[src/rtl/riscv_pkg.sv]
// Shared RISC-V front-end definitions: opcode constants, fetch queue entry, fetch FSM states.
package riscv_pkg;

    localparam logic [6:0] OPC_LOAD   = 7'b0000011;
    localparam logic [6:0] OPC_OP_IMM = 7'b0010011;
    localparam logic [6:0] OPC_AUIPC  = 7'b0010111;
    localparam logic [6:0] OPC_STORE  = 7'b0100011;
    localparam logic [6:0] OPC_OP     = 7'b0110011;
    localparam logic [6:0] OPC_LUI    = 7'b0110111;
    localparam logic [6:0] OPC_BRANCH = 7'b1100011;
    localparam logic [6:0] OPC_JALR   = 7'b1100111;
    localparam logic [6:0] OPC_JAL    = 7'b1101111;
    localparam logic [6:0] OPC_SYSTEM = 7'b1110011;

    typedef struct packed {
        logic [31:0] pc;
        logic [31:0] instr;
    } fetch_entry_t;

    typedef enum logic [0:0] {
        StRun  = 1'b0,
        StHalt = 1'b1
    } fetch_state_e;

    // ecall/ebreak and the CSR instructions all share the SYSTEM major opcode
    function automatic logic is_system(input logic [31:0] instr);
        return instr[6:0] == OPC_SYSTEM;
    endfunction

endpackage

[src/rtl/fetch_queue.sv]
// In-order FIFO of {pc, instr} fetch entries with synchronous flush.
// Pointers carry an extra MSB so full and empty are distinguishable; the head
// is read straight from storage, so a push only becomes visible the next cycle.
module fetch_queue
    import riscv_pkg::*;
#(
    parameter int unsigned DEPTH = 4
) (
    input  logic                     clk_i,
    input  logic                     flush_i,
    input  logic                     push_i,
    input  fetch_entry_t             push_data_i,
    input  logic                     pop_i,
    output fetch_entry_t             head_o,
    output logic                     empty_o,
    output logic [$clog2(DEPTH):0]   count_o
);

    localparam int unsigned AW = $clog2(DEPTH);

    logic [AW:0]  wr_ptr_q;
    logic [AW:0]  rd_ptr_q;
    fetch_entry_t mem_q [DEPTH];
    logic         full;

    // Pointer update; flush wins over any same-cycle push or pop
    always_ff @(posedge clk_i) begin
        if (flush_i) begin
            wr_ptr_q <= '0;
            rd_ptr_q <= '0;
        end else begin
            if (push_i) wr_ptr_q <= wr_ptr_q + 1'b1;
            if (pop_i)  rd_ptr_q <= rd_ptr_q + 1'b1;
        end
    end

    // Entry storage, written at the tail slot
    always_ff @(posedge clk_i) begin
        if (push_i && !flush_i) begin
            mem_q[wr_ptr_q[AW-1:0]] <= push_data_i;
        end
    end

    // Status and head decode
    always_comb begin
        empty_o = (wr_ptr_q == rd_ptr_q);
        full    = (wr_ptr_q[AW] != rd_ptr_q[AW]) &&
                  (wr_ptr_q[AW-1:0] == rd_ptr_q[AW-1:0]);
        count_o = wr_ptr_q - rd_ptr_q;
        head_o  = mem_q[rd_ptr_q[AW-1:0]];
    end

    a_no_push_full:  assert property (@(posedge clk_i) disable iff (flush_i) !(push_i && full));
    a_no_pop_empty:  assert property (@(posedge clk_i) disable iff (flush_i) !(pop_i && empty_o));

endmodule

[src/rtl/instr_fetch_unit.sv]
// Instruction fetch front end: owns the PC, issues 1-cycle-latency imem reads under a
// queue credit, buffers responses for decode, and handles redirects and SYSTEM halts.
module instr_fetch_unit
    import riscv_pkg::*;
#(
    parameter logic [31:0] RESET_PC = 32'h0000_0000,
    parameter int unsigned DEPTH    = 4
) (
    input  logic                     clk,
    input  logic                     reset,
    output logic                     imem_req,
    output logic [31:0]              imem_addr,
    input  logic [31:0]              imem_rdata,
    output logic                     dec_valid,
    output logic [31:0]              dec_instr,
    output logic [31:0]              dec_pc,
    input  logic                     dec_ready,
    input  logic                     redirect_valid,
    input  logic [31:0]              redirect_pc,
    output logic                     halted,
    output logic [$clog2(DEPTH):0]   queue_count
);

    localparam int unsigned CW = $clog2(DEPTH) + 1;
    localparam logic [CW:0] DepthW = (CW + 1)'(DEPTH);

    fetch_state_e  state_q, state_d;
    logic [31:0]   pc_q, pc_d;
    logic          inflight_q;
    logic [31:0]   inflight_pc_q, inflight_pc_d;

    logic [31:0]   redirect_addr;
    logic          halt_now;
    logic [CW-1:0] eff_count;
    logic          credit_ok;
    logic          fq_push, fq_pop, fq_flush, fq_empty;
    logic [CW-1:0] fq_count;
    fetch_entry_t  fq_head, fq_push_data;
    logic          unused_redirect_lsb;

    assign unused_redirect_lsb = ^redirect_pc[1:0];

    // Issue, halt detection and decode-side handshake
    always_comb begin
        redirect_addr = {redirect_pc[31:2], 2'b00};
        halt_now      = inflight_q && is_system(imem_rdata) && !redirect_valid;
        // A redirect empties the queue, so it regains the full credit; a same-cycle pop does not
        eff_count     = redirect_valid ? '0 : fq_count;
        credit_ok     = ({1'b0, eff_count} + {{CW{1'b0}}, inflight_q}) < DepthW;
        // A redirect always restarts fetch, even out of the halted state
        imem_req      = !reset && credit_ok &&
                        (redirect_valid || (state_q == StRun && !halt_now));
        imem_addr     = redirect_valid ? redirect_addr : pc_q;

        fq_flush      = reset || redirect_valid;
        fq_push       = inflight_q && !redirect_valid && !reset;
        fq_push_data  = '{pc: inflight_pc_q, instr: imem_rdata};
        dec_valid     = !reset && !fq_empty && !redirect_valid;
        fq_pop        = dec_valid && dec_ready;
        dec_pc        = fq_head.pc;
        dec_instr     = fq_head.instr;
        queue_count   = reset ? '0 : fq_count;
        halted        = (state_q == StHalt);
    end

    // Next PC and fetch side register
    always_comb begin
        pc_d          = pc_q;
        inflight_pc_d = inflight_pc_q;
        if (imem_req) begin
            pc_d          = imem_addr + 32'd4;
            inflight_pc_d = imem_addr;
        end
    end

    // Run/halt next state
    always_comb begin
        state_d = state_q;
        unique case (state_q)
            StRun:   if (halt_now)       state_d = StHalt;
            StHalt:  if (redirect_valid) state_d = StRun;
            default:                     state_d = StRun;
        endcase
    end

    // Fetch state registers
    always_ff @(posedge clk) begin
        if (reset) begin
            state_q       <= StRun;
            pc_q          <= RESET_PC;
            inflight_q    <= 1'b0;
            inflight_pc_q <= RESET_PC;
        end else begin
            state_q       <= state_d;
            pc_q          <= pc_d;
            inflight_q    <= imem_req;
            inflight_pc_q <= inflight_pc_d;
        end
    end

    fetch_queue #(
        .DEPTH (DEPTH)
    ) u_fetch_queue (
        .clk_i       (clk),
        .flush_i     (fq_flush),
        .push_i      (fq_push),
        .push_data_i (fq_push_data),
        .pop_i       (fq_pop),
        .head_o      (fq_head),
        .empty_o     (fq_empty),
        .count_o     (fq_count)
    );

    a_dec_stable: assert property (@(posedge clk) disable iff (reset)
        (dec_valid && !dec_ready) |=> (reset || redirect_valid ||
            (dec_valid && dec_pc == $past(dec_pc) && dec_instr == $past(dec_instr))));

endmodule

[config.mk]
export PLATFORM = sky130hd
export DESIGN_NAME = instr_fetch_unit
export DESIGN_NICKNAME = d
export VERILOG_FILES = /design/src/rtl/riscv_pkg.sv /design/src/rtl/fetch_queue.sv /design/src/rtl/instr_fetch_unit.sv
export SDC_FILE = /design/constraint.sdc
export NUM_CORES = 1
export LEC_CHECK = 0
export ABC_CLOCK_PERIOD_IN_PS = 7800
export CAP_MARGIN = 20
export CORE_MARGIN = 1.5
export CORE_UTILIZATION = 40
export DETAILED_ROUTE_END_ITERATION = 10
export GPL_ROUTABILITY_DRIVEN = 1
export GPL_TIMING_DRIVEN = 0
export HOLD_SLACK_MARGIN = 0.05
export PLACE_DENSITY = 0.59
export SLEW_MARGIN = 25
export SYNTH_ARGS = -nofsm -noshare
export SYNTH_HDL_FRONTEND = slang
export SYNTH_SLANG_ARGS = --single-unit
[constraint.sdc]
create_clock -name clk -period 7.8 [get_ports clk]
set_input_delay 1.17 -clock clk [delete_from_list [all_inputs] [get_ports clk]]
set_output_delay 1.17 -clock clk [all_outputs]
set_load 0.01 [all_outputs]
## Yosys cells after proc, flatten, opt, wreduce, memory -nomap -nowiden

Memories as Yosys holds them, arrays and structs flattened. A register that Yosys moved wholly into a read port is not among the register bits.
Index checks and enable logic that the tools add are counted.

| word-level totals | value |
|---|---|
| flip-flop bits (word level) | 72 |
| bits in writable memories | 256 |
| bits of input ports | 68 |
| output and inout bits | 102 |
| logic and storage cells | 44 |
| memories kept | 1 |

| cells by class | value |
|---|---|
| add/sub/neg operators | 5 |
| order comparisons | 1 |
| eq/ne operators | 2 |
| muxes and demuxes | 10 |
| bitwise gates (word level) | 1 |
| reductions and logical operators | 18 |

Memories:

| memory | depth | width | read ports | clocked after memory_dff | wr ports | RTL line | text |
|---|---|---|---|---|---|---|---|
| u_fetch_queue.mem_q | 4 | 64 | 1 | 1 | 1 | fetch_queue.sv:23 | `fetch_entry_t mem_q [DEPTH];` |

Operators with widths:

| operator | number |
|---|---|
| adder 32 x 3 -> 32 bit (second input constant) | 1 |
| 2-to-1 mux 32 bit | 1 |
| logical AND 1 bit | 11 |
| equality test 7 bit (second input constant) | 1 |
| adder 3 x 1 -> 3 bit (second input constant) | 2 |
| 2-to-1 mux 3 bit | 2 |
| zero test 1 bit | 5 |
| adder 3 x 1 -> 4 bit | 1 |
| less-than comparator 4 x 3 -> 1 bit (second input constant) | 1 |
| 2-to-1 mux 1 bit | 4 |
| 2-to-1 mux 2 bit | 2 |
| equality test 3 bit | 1 |
| subtractor 3 bit | 1 |
| logical OR 1 bit | 2 |
| case mux 1 bit (2 select lines) | 1 |
| NOT 1 bit | 1 |

## Depth between registers and ports, before layout

Gate-level depths: netlist (run 1).

| logic depth | value |
|---|---|
| depth after elaboration | 7 |
| depth in mapped cells | 12 |
| gate-level depth less buffers | 9 |

## Modules after synthesis

A second synthesis (run 1) with hierarchy kept.

| unflattened totals | value |
|---|---|
| cells, all modules | 788 |
| area total of the unflattened synthesis | 13327.8 sq um |

By module, submodules not included:

| module | instances | cells each | area each (sq um) | sequential area each (sq um) |
|---|---|---|---|---|
| fetch_queue | 1 | 382 | 9763.1 | 7847.5 |
| instr_fetch_unit | 1 | 406 | 3564.7 | 1281.2 |

## Worst setup path after synthesis (run 1)

No wires, ideal clock.

| timing | value |
|---|---|
| path kind | input to register |
| start | input port redirect_valid |
| end | memory u_fetch_queue.mem_q[3][0] (netlist bit) (enable) |
| setup time | 0.431 ns |
| data arrival time | 3.854 ns |
| required time | 7.369 ns |
| path slack | 3.515 ns |
| stages on the path | 7 |
| path through | buf_6 > buf_12 > buf_4 > buf_2 > buf_1 > nor2_1 > and3_1 |

| on the way | value |
|---|---|
| longest elaborated chain between the ends | 6 |
| elaborated cells between the ends (all ways) | 8 |
| those cells by class | mux (2); reduce/logical (6) |

Ends and longest elaborated chain:

| element | RTL line | text |
|---|---|---|
| start, declared | instr_fetch_unit.sv:18 | `input logic redirect_valid,` |
| zero test 1 bit | instr_fetch_unit.sv:56 | `fq_push = inflight_q && !redirect_valid && !reset;` |
| logical AND 1 bit (2 in series) | instr_fetch_unit.sv:56 |  |
| logical AND 1 bit (*) | fetch_queue.sv:39 | `if (push_i && !flush_i) begin` |
| 2-to-1 mux 1 bit (*) | fetch_queue.sv:39 |  |
| 2-to-1 mux 1 bit (implied by the code) (*) | fetch_queue.sv:40 | `mem_q[wr_ptr_q[AW-1:0]] <= push_data_i;` |
| end, declared | fetch_queue.sv:23 |  |

Mark *: on every way between the ends. The rest lies on a longest branch, timed or not.

## Worst setup path after layout (run 1)

| timing | value |
|---|---|
| start | input port redirect_valid |
| end | output port imem_addr[20] |

| on the way | value |
|---|---|
| longest elaborated chain between the ends | 1 |

Ends and longest elaborated chain:

| element | RTL line | text |
|---|---|---|
| 2-to-1 mux 32 bit | instr_fetch_unit.sv:53 | `imem_addr = redirect_valid ? redirect_addr : pc_q;` |
| end, declared | instr_fetch_unit.sv:12 | `output logic [31:0] imem_addr,` |

Every way passes these cells.

==> impl_metrics.py, run 1 <==
metrics = {
    "route": {
        "dr.first_iter.drc_count": 621,
        "wl_per_cell_microns": 20.8,
        "drc_errors": 0,
        "wirelength_microns": 30500,
        "dr_total_vias": 7762,
        "firstDrtPassIters": 6,
        "antenna_left": 0,
        "vias_per_cell": 5.29,
    },
    "worst_setup_path": {
        "path_delay_family": "buffers and inverters",
        "cp-end-kind": "output port",
        "critical_path.max_stage_delay_ns": 0.62,
        "timing.rr.start": "u_fetch_queue.wr_ptr_q[0]",
        "crit_path_start_kind": "input port",
        "worstPathMaxFanout": 10,
        "path_cells": "buf_6 -> buf_12 -> buf_4 -> clkbuf_1 -> clkbuf_1 -> mux2i_1 -> inv_1 -> clkdlybuf4s50_1",
        "critPathRequiredTime_ns": 6.63,
        "cpMostUsedCell": "clkbuf_1",
        "critical_path.startpoint": "redirect_valid",
        "critPathArrivalTime_ns": 4.01,
        "crit_buf_inv": 7,
        "worstSetupPathType": "in -> out",
        "critPathSlowestCell": "clkbuf_1",
    },
    "sta": {
        "rsz0062_at_grt": "false",
        "slew_headroom_pct": 37.2,
        "fin_crit_sh_pct": 66.4,
        "fmax_mhz": 193,
        "setup_viol": 0,
        "slew_viol_final": 0,
        "setup_tns_ns": 0,
        "hold_violations": 0,
        "setup_ws_ns": 2.62,
        "fin_crit_ns": 5.18,
        "worst_pin_slew_ns": 0.943,
        "clock_skew_ns": 0.0132,
    },
    "grt": {
        "grt_most_used_layer": "met2",
        "met1_usage_pct": 25.1,
        "grt_first_pass_wirelength_microns": 45400,
        "use_met2_pct": 28.9,
        "grt_max_degree": 43,
        "grt_pass1_vias": 7685,
        "antenna_found_initial": 0,
        "grtUsageTotal_pct": 18.0,
        "grt_remaining_overflow": 0,
        "use_met3_pct": 3.53,
    },
    "clock_tree": {
        "cts.path.max_buffers": 3,
        "cts.sink_count": 328,
        "numCtsBuffers": 37,
        "cts_root_buf": "clkbuf_16",
        "worstSkewPairLatency_ns": 0.52,
        "post_cts_buffers": 0,
        "cts.clk_slew.worst_paths_ns": 0.05,
        "cts_resized": 0,
        "htreeDepth": 2,
        "cts_tree": "done",
        "cts_hold_buf": 0,
    },
    "synth": {
        "synth.area.top_cells": "edfxtp_1 (59%), dfxtp_1 (11%), mux4_2 (11%)",
        "async_reset_ff_share_pct": 0,
        "synthCells": 796,
        "synth-edff-count": 256,
        "syn-cell-area_sq_um": 13100,
        "synth_fp_nets": 873,
        "synth-main-ff-cell": "edfxtp_1",
        "avgSynthCellArea_sq_um": 16.4,
        "yosysTopAreaCell": "edfxtp_1",
        "ys_types": 57,
        "synth_seq_area_share_pct": 69.9,
        "synth_top_area_share_pct": 58.8,
        "ys_warn_count": 0,
        "synth-seq-cells": 328,
    },
    "place": {
        "hpwl_microns": 20300,
        "portBuffers": 165,
        "gp_routability_congestion": 0.873,
        "dpl_cell_area_sq_um": 15400,
        "pre_cts_ws_ns": 2.44,
    },
    "flow_run": {
        "cap_violations": 0,
    },
    "final_layout": {
        "fin_nets": 1082,
        "drive_above_1_share_pct": 15.0,
        "final_cell_mix": "edfxtp_1 (256), clkdlybuf4s50_1 (165), dfxtp_1 (72)",
        "n_fill_cell": 2682,
        "diodes": 0,
        "layout_commonest_cell": "edfxtp_1",
        "final_design_area_no_fill_sq_um": 16600,
        "area_delta_synth_final_pct": 26.9,
    },
    "pwr": {
        "p_leak_nw": 5.53,
        "power_density_nw_per_um2": 234,
        "peakVddDrop_mv": 0.146,
    },
    "floorplan": {
        "num_io_pins": 170,
        "start_util_pct": 41.0,
        "die_y_microns": 184,
        "design.core.area_sq_um": 31900,
        "num_rows": 65,
        "dieArea_sq_um": 33800,
        "die_w_microns": 184,
    },
    "hold_path": {
        "hold_path.class": "reg -> reg",
        "min_from": "pc_q[9]",
    },
    "outcome": {
        "status": "completed",
    },
}
[synth_stat cells (2+ instances only)]
| cell | n |
|---|---|
| nand3_1 | 32 |
| inv_1 | 20 |
| nand4b_1 | 9 |
| nand3b_1 | 2 |
| a31oi_1 | 4 |
| xnor2_1 | 13 |
| mux2_2 | 15 |
| o22ai_1 | 7 |
| mux4_2 | 64 |
| clkbuf_1 | 21 |
| a32o_1 | 2 |
| a41oi_1 | 2 |
| and2_1 | 2 |
| a211oi_1 | 20 |
| nor2_1 | 62 |
| and4b_1 | 2 |
| and3_1 | 6 |
| o31ai_1 | 2 |
| a21oi_1 | 13 |
| or4_1 | 4 |
| a22oi_1 | 3 |
| xor2_1 | 7 |
| ha_1 | 8 |
| buf_2 | 3 |
| buf_1 | 17 |
| o21ai_0 | 4 |
| nand2_1 | 44 |
| dfxtp_1 | 72 |
| edfxtp_1 | 256 |
| mux2i_1 | 16 |
| nand4_1 | 13 |
| nor3_1 | 15 |
| nor2b_1 | 3 |
| nand3b_4 | 2 |
| a311o_1 | 3 |
| o2111ai_1 | 7 |
[cell families after synthesis]
family	Yosys count	share of synthesized area [%]
AOI/OAI and AO/OA	75	4.33
xor gates and xnor gates	20	1.34
adders and majority gates	9	0.919
buffers and inverters	66	2.14
DFF	328	69.9
muxes	95	13.6
and+or+nand+nor	203	7.84
[power by group]
group | switching (mW) | internal (mW)
clock | 0.662 | 1.02
combinational | 0.123 | 0.121
sequential | 0.0268 | 1.92
[final cells by class]
cell class / instances / area (sq um) / share of cell area [%]
sequential: 328 / 9130 / 55.1
buffer: 44 / 196 / 1.18
tap: 435 / 544 / 3.28
clock buffer: 51 / 1020 / 6.16
clock inverter: 16 / 163 / 0.981
timing repair buffer: 170 / 1770 / 10.7
multi-input combinational: 402 / 3680 / 22.2
inverter: 22 / 82.6 / 0.498
[final timing paths]
| check | to | slack [ns] | depth (start not counted) |
|---|---|---|---|
| max | imem_addr[20] | 2.62 | 8 |
| min reg2reg | pc_q[9] | 0.46 | 2 |
| max reg2reg | inflight_pc_q[25] | 4.64 | 10 |
| min | pc_q[9] | 0.46 | 2 |
[metal layers]
layer | vias up | part of all wire, %
li1 | 3573 | -
met3 | 50 | 6.5
met1 | 3843 | 45
met2 | 296 | 46
met4 | 0 | 2.0
met5 | - | 0
[metrics by stage]
stage / hold WS (ns) / utilization (%) / instances / total power, mW
after floorplan: 0.431 / - / 796 / 2.09
after detailed placement: 0.455 / 48.3 / 1400 / 2.23
after CTS: 0.462 / 52.0 / 1467 / 3.91
after global placement: 0.444 / 47.9 / 1396 / 2.23
after global routing: 0.490 / 52.0 / 1468 / 4.00
final: 0.460 / 52.0 / 1468 / 3.87
[registers in the layout, summed over array words and instances (netlist names), named ones only]
signal,flops
inflight_pc_q,30
pc_q,32
u_fetch_queue.mem_q,256
inflight_q,1
u_fetch_queue.rd_ptr_q,3
halted,1
u_fetch_queue.wr_ptr_q,3
[worst register-to-register path: cells and delay by family (launching register included)]
kind,cells,cell delay (ns)
adders and majority gates,2,0.64
and+or+nand+nor,3,0.37
buffers and inverters,4,1.26
AOI/OAI and AO/OA,1,0.45
DFF,1,0.34
Power figures use the tool's default switching activity.
==> run 2, diff against run 1 <==
--- a/config.mk
+++ b/config.mk
@@ -5,7 +5,7 @@
 export SDC_FILE = /design/constraint.sdc
 export NUM_CORES = 1
 export LEC_CHECK = 0
-export ABC_CLOCK_PERIOD_IN_PS = 7800
+export ABC_CLOCK_PERIOD_IN_PS = 4200
 export CAP_MARGIN = 20
 export CORE_MARGIN = 1.5
 export CORE_UTILIZATION = 40
@@ -13,7 +13,7 @@
 export GPL_ROUTABILITY_DRIVEN = 1
 export GPL_TIMING_DRIVEN = 0
 export HOLD_SLACK_MARGIN = 0.05
-export PLACE_DENSITY = 0.59
+export PLACE_DENSITY = 0.61
 export SLEW_MARGIN = 25
 export SYNTH_ARGS = -nofsm -noshare
 export SYNTH_HDL_FRONTEND = slang
==> constraint.sdc (replaced) <==
create_clock -name clk -period 4.2 [get_ports clk]
set_input_delay 0.63 -clock clk [delete_from_list [all_inputs] [get_ports clk]]
set_output_delay 0.63 -clock clk [all_outputs]
set_load 0.01 [all_outputs]
==> run 2 against run 1 <==
  * Sequential share of layout area grew 0.36 points
  * Sequential power is 86% higher
  * Highest routed layer unchanged
  * Final cell count is 0.41% lower
==> impl_metrics.py, run 2 (synthesis results as in run 1) <==
metrics = {
    "final_layout": {
        "final_design_area_no_fill_sq_um": 16500,
        "layout_commonest_cell": "edfxtp_1",
        "largest_register_ffs": 256,
        "area_delta_synth_final_pct": 26.1,
        "fin_nets": 1080,
        "drive_above_1_share_pct": 14.7,
        "final_cell_mix": "edfxtp_1 (256), clkdlybuf4s50_1 (165), dfxtp_1 (72)",
    },
    "sta": {
        "slew_viol_final": 0,
        "clock_skew_ns": 0.0186,
        "hold_violations": 0,
        "setup_tns_ns": 0,
        "slew_headroom_pct": 36.4,
        "rsz0062_at_grt": "false",
        "fmax_mhz": 256,
        "setup_ws_ns": 0.288,
        "worst_pin_slew_ns": 0.954,
        "setup_viol": 0,
        "fin_crit_ns": 3.91,
        "fin_crit_sh_pct": 93.1,
    },
    "clock_tree": {
        "numCtsBuffers": 35,
        "cts_tree": "done",
        "htreeDepth": 2,
        "post_cts_buffers": 0,
        "cts_hold_buf": 0,
        "cts.path.max_buffers": 3,
        "worstSkewPairLatency_ns": 0.50,
        "cts_root_buf": "clkbuf_16",
        "cts.sink_count": 328,
        "cts.clk_slew.worst_paths_ns": 0.06,
    },
    "floorplan": {
        "die_y_microns": 184,
        "start_util_pct": 41.0,
        "design.core.area_sq_um": 31900,
        "dieArea_sq_um": 33800,
        "die_w_microns": 184,
        "num_rows": 65,
        "num_io_pins": 170,
    },
    "worst_setup_path": {
        "worstSetupPathType": "reg -> out",
        "critPathArrivalTime_ns": 3.28,
        "timing.rr.end": "pc_q[18]",
        "crit_path_start_kind": "flip-flop",
        "reg2reg_depth": 10,
        "worstPathMaxFanout": 9,
        "cp-end-kind": "output port",
        "timing.rr.start": "u_fetch_queue.wr_ptr_q[0]",
        "critPathRequiredTime_ns": 3.57,
        "reg2reg_slack_ns": 0.98,
    },
    "route": {
        "wl_per_cell_microns": 20.6,
        "firstDrtPassIters": 5,
        "antenna_left": 0,
        "wirelength_microns": 30200,
        "dr.first_iter.drc_count": 586,
        "vias_per_cell": 5.32,
        "dr_total_vias": 7785,
        "drc_errors": 0,
    },
    "pwr": {
        "power_density_nw_per_um2": 422,
        "peakVddDrop_mv": 0.248,
        "p_leak_nw": 5.49,
    },
    "hold_path": {
        "min_from": "pc_q[9]",
        "hold_end": "pc_q[9]",
        "whs_path_depth": 2,
        "hold_path.class": "reg -> reg",
    },
    "place": {
        "portBuffers": 165,
        "gp_routability_congestion": 0.882,
        "pre_cts_ws_ns": -0.589,
        "hpwl_microns": 20200,
        "dpl_cell_area_sq_um": 15400,
    },
    "outcome": {
        "status": "completed",
    },
    "grt": {
        "antenna_found_initial": 2,
        "grtUsageTotal_pct": 18.0,
        "grt_pass1_vias": 7839,
        "grt_remaining_overflow": 0,
        "grt_max_degree": 41,
        "grt_first_pass_wirelength_microns": 45700,
    },
    "flow_run": {
        "cap_violations": 0,
    },
}
==> run 2: changes by cell type in the layout (fill, tap and decap cells not counted), sizes merged <==
| cell | previous run | this run |
|---|---|---|
| bufinv | 3 | 1 |
| clkbuf | 73 | 68 |
| clkinv | 11 | 13 |
| diode | 0 | 1 |
| inv | 23 | 21 |
==> run 2: area by class of cell <==
| class | count | area [sq um] |
|---|---|---|
| Clock buffer | 46 | 980 |
| Fill cell | 2676 | 15400 |
| Clock inverter | 14 | 96.3 |
| Multi-Input combinational cell | 402 | 3690 |
| Tap cell | 435 | 544 |
| Inverter | 22 | 82.6 |
| Buffer | 44 | 198 |
| Sequential cell | 328 | 9130 |
| Antenna cell | 1 | 2.50 |
| Timing Repair Buffer | 170 | 1750 |
==> run 2: critical path, cell delays in order, from the launching register on <==
cell             delay, ns
dfxtp_1               0.35
inv_1                 0.11
ha_1                  0.15
inv_1                 0.04
fa_1                  0.37
xnor2_1               0.34
a31o_2                0.29
nand2_1               0.27
inv_1                 0.26
clkdlybuf4s50_1       0.58
==> run 2: through the flow <==
step	instances	utilization, %	hold WS [ns]	power (mW)
after CTS	1460	51.6	0.460	7.03
after floorplan	796	-	0.431	3.88
final	1462	51.7	0.457	6.96
after detailed placement	1400	48.2	0.452	4.14
after global placement	1396	47.9	0.446	4.13
after global routing	1462	51.7	0.484	7.18
==> run 2: timing repair <==
| item | in CTS | in global routing |
|---|---|---|
| cloned | 0 | 0 |
| resized for setup | 1 | 1 |
| pin swaps | 0 | 0 |
| endpoints found under the setup margin | 2 | 2 |
==> run 2: per-layer routing <==
| layer | GRT usage (%) | vias up | wire length [microns] | share of wire, % |
|---|---|---|---|---|
| met2 | 28.7 | 295 | 14100 | 47 |
| met4 | 6.39 | 0 | 833 | 2.8 |
| met3 | 3.01 | 51 | 1750 | 5.8 |
| li1 | - | 3559 | - | - |
| met1 | 24.9 | 3880 | 13500 | 45 |
| met5 | 0 | - | 0 | 0 |
==> run 2: how the worst max path moves through the flow <==
stage | cells past startpoint | startpoint | to | slack [ns]
after global placement | 7 | redirect_valid | u_fetch_queue.mem_q[3][18] | -1.27
after floorplan | 7 | redirect_valid | u_fetch_queue.mem_q[3][0] | 0.45
after detailed placement | 12 | redirect_valid | pc_q[26] | -0.59
after CTS | 4 | flip-flop | dec_instr[18] | 0.14
final | 9 | u_fetch_queue.wr_ptr_q[0] | imem_req | 0.29
after global routing | 4 | flip-flop | dec_pc[11] | 0.01
==> run 2: power by group <==
| group | total, mW | switching [mW] | internal, mW | leakage, nW |
|---|---|---|---|---|
| logic | 0.454 | 0.230 | 0.225 | 2.09 |
| registers | 3.62 | 0.0492 | 3.57 | 2.88 |
| clock network | 2.88 | 1.18 | 1.70 | 0.524 |
| total | 6.96 | 1.46 | 5.49 | 5.49 |
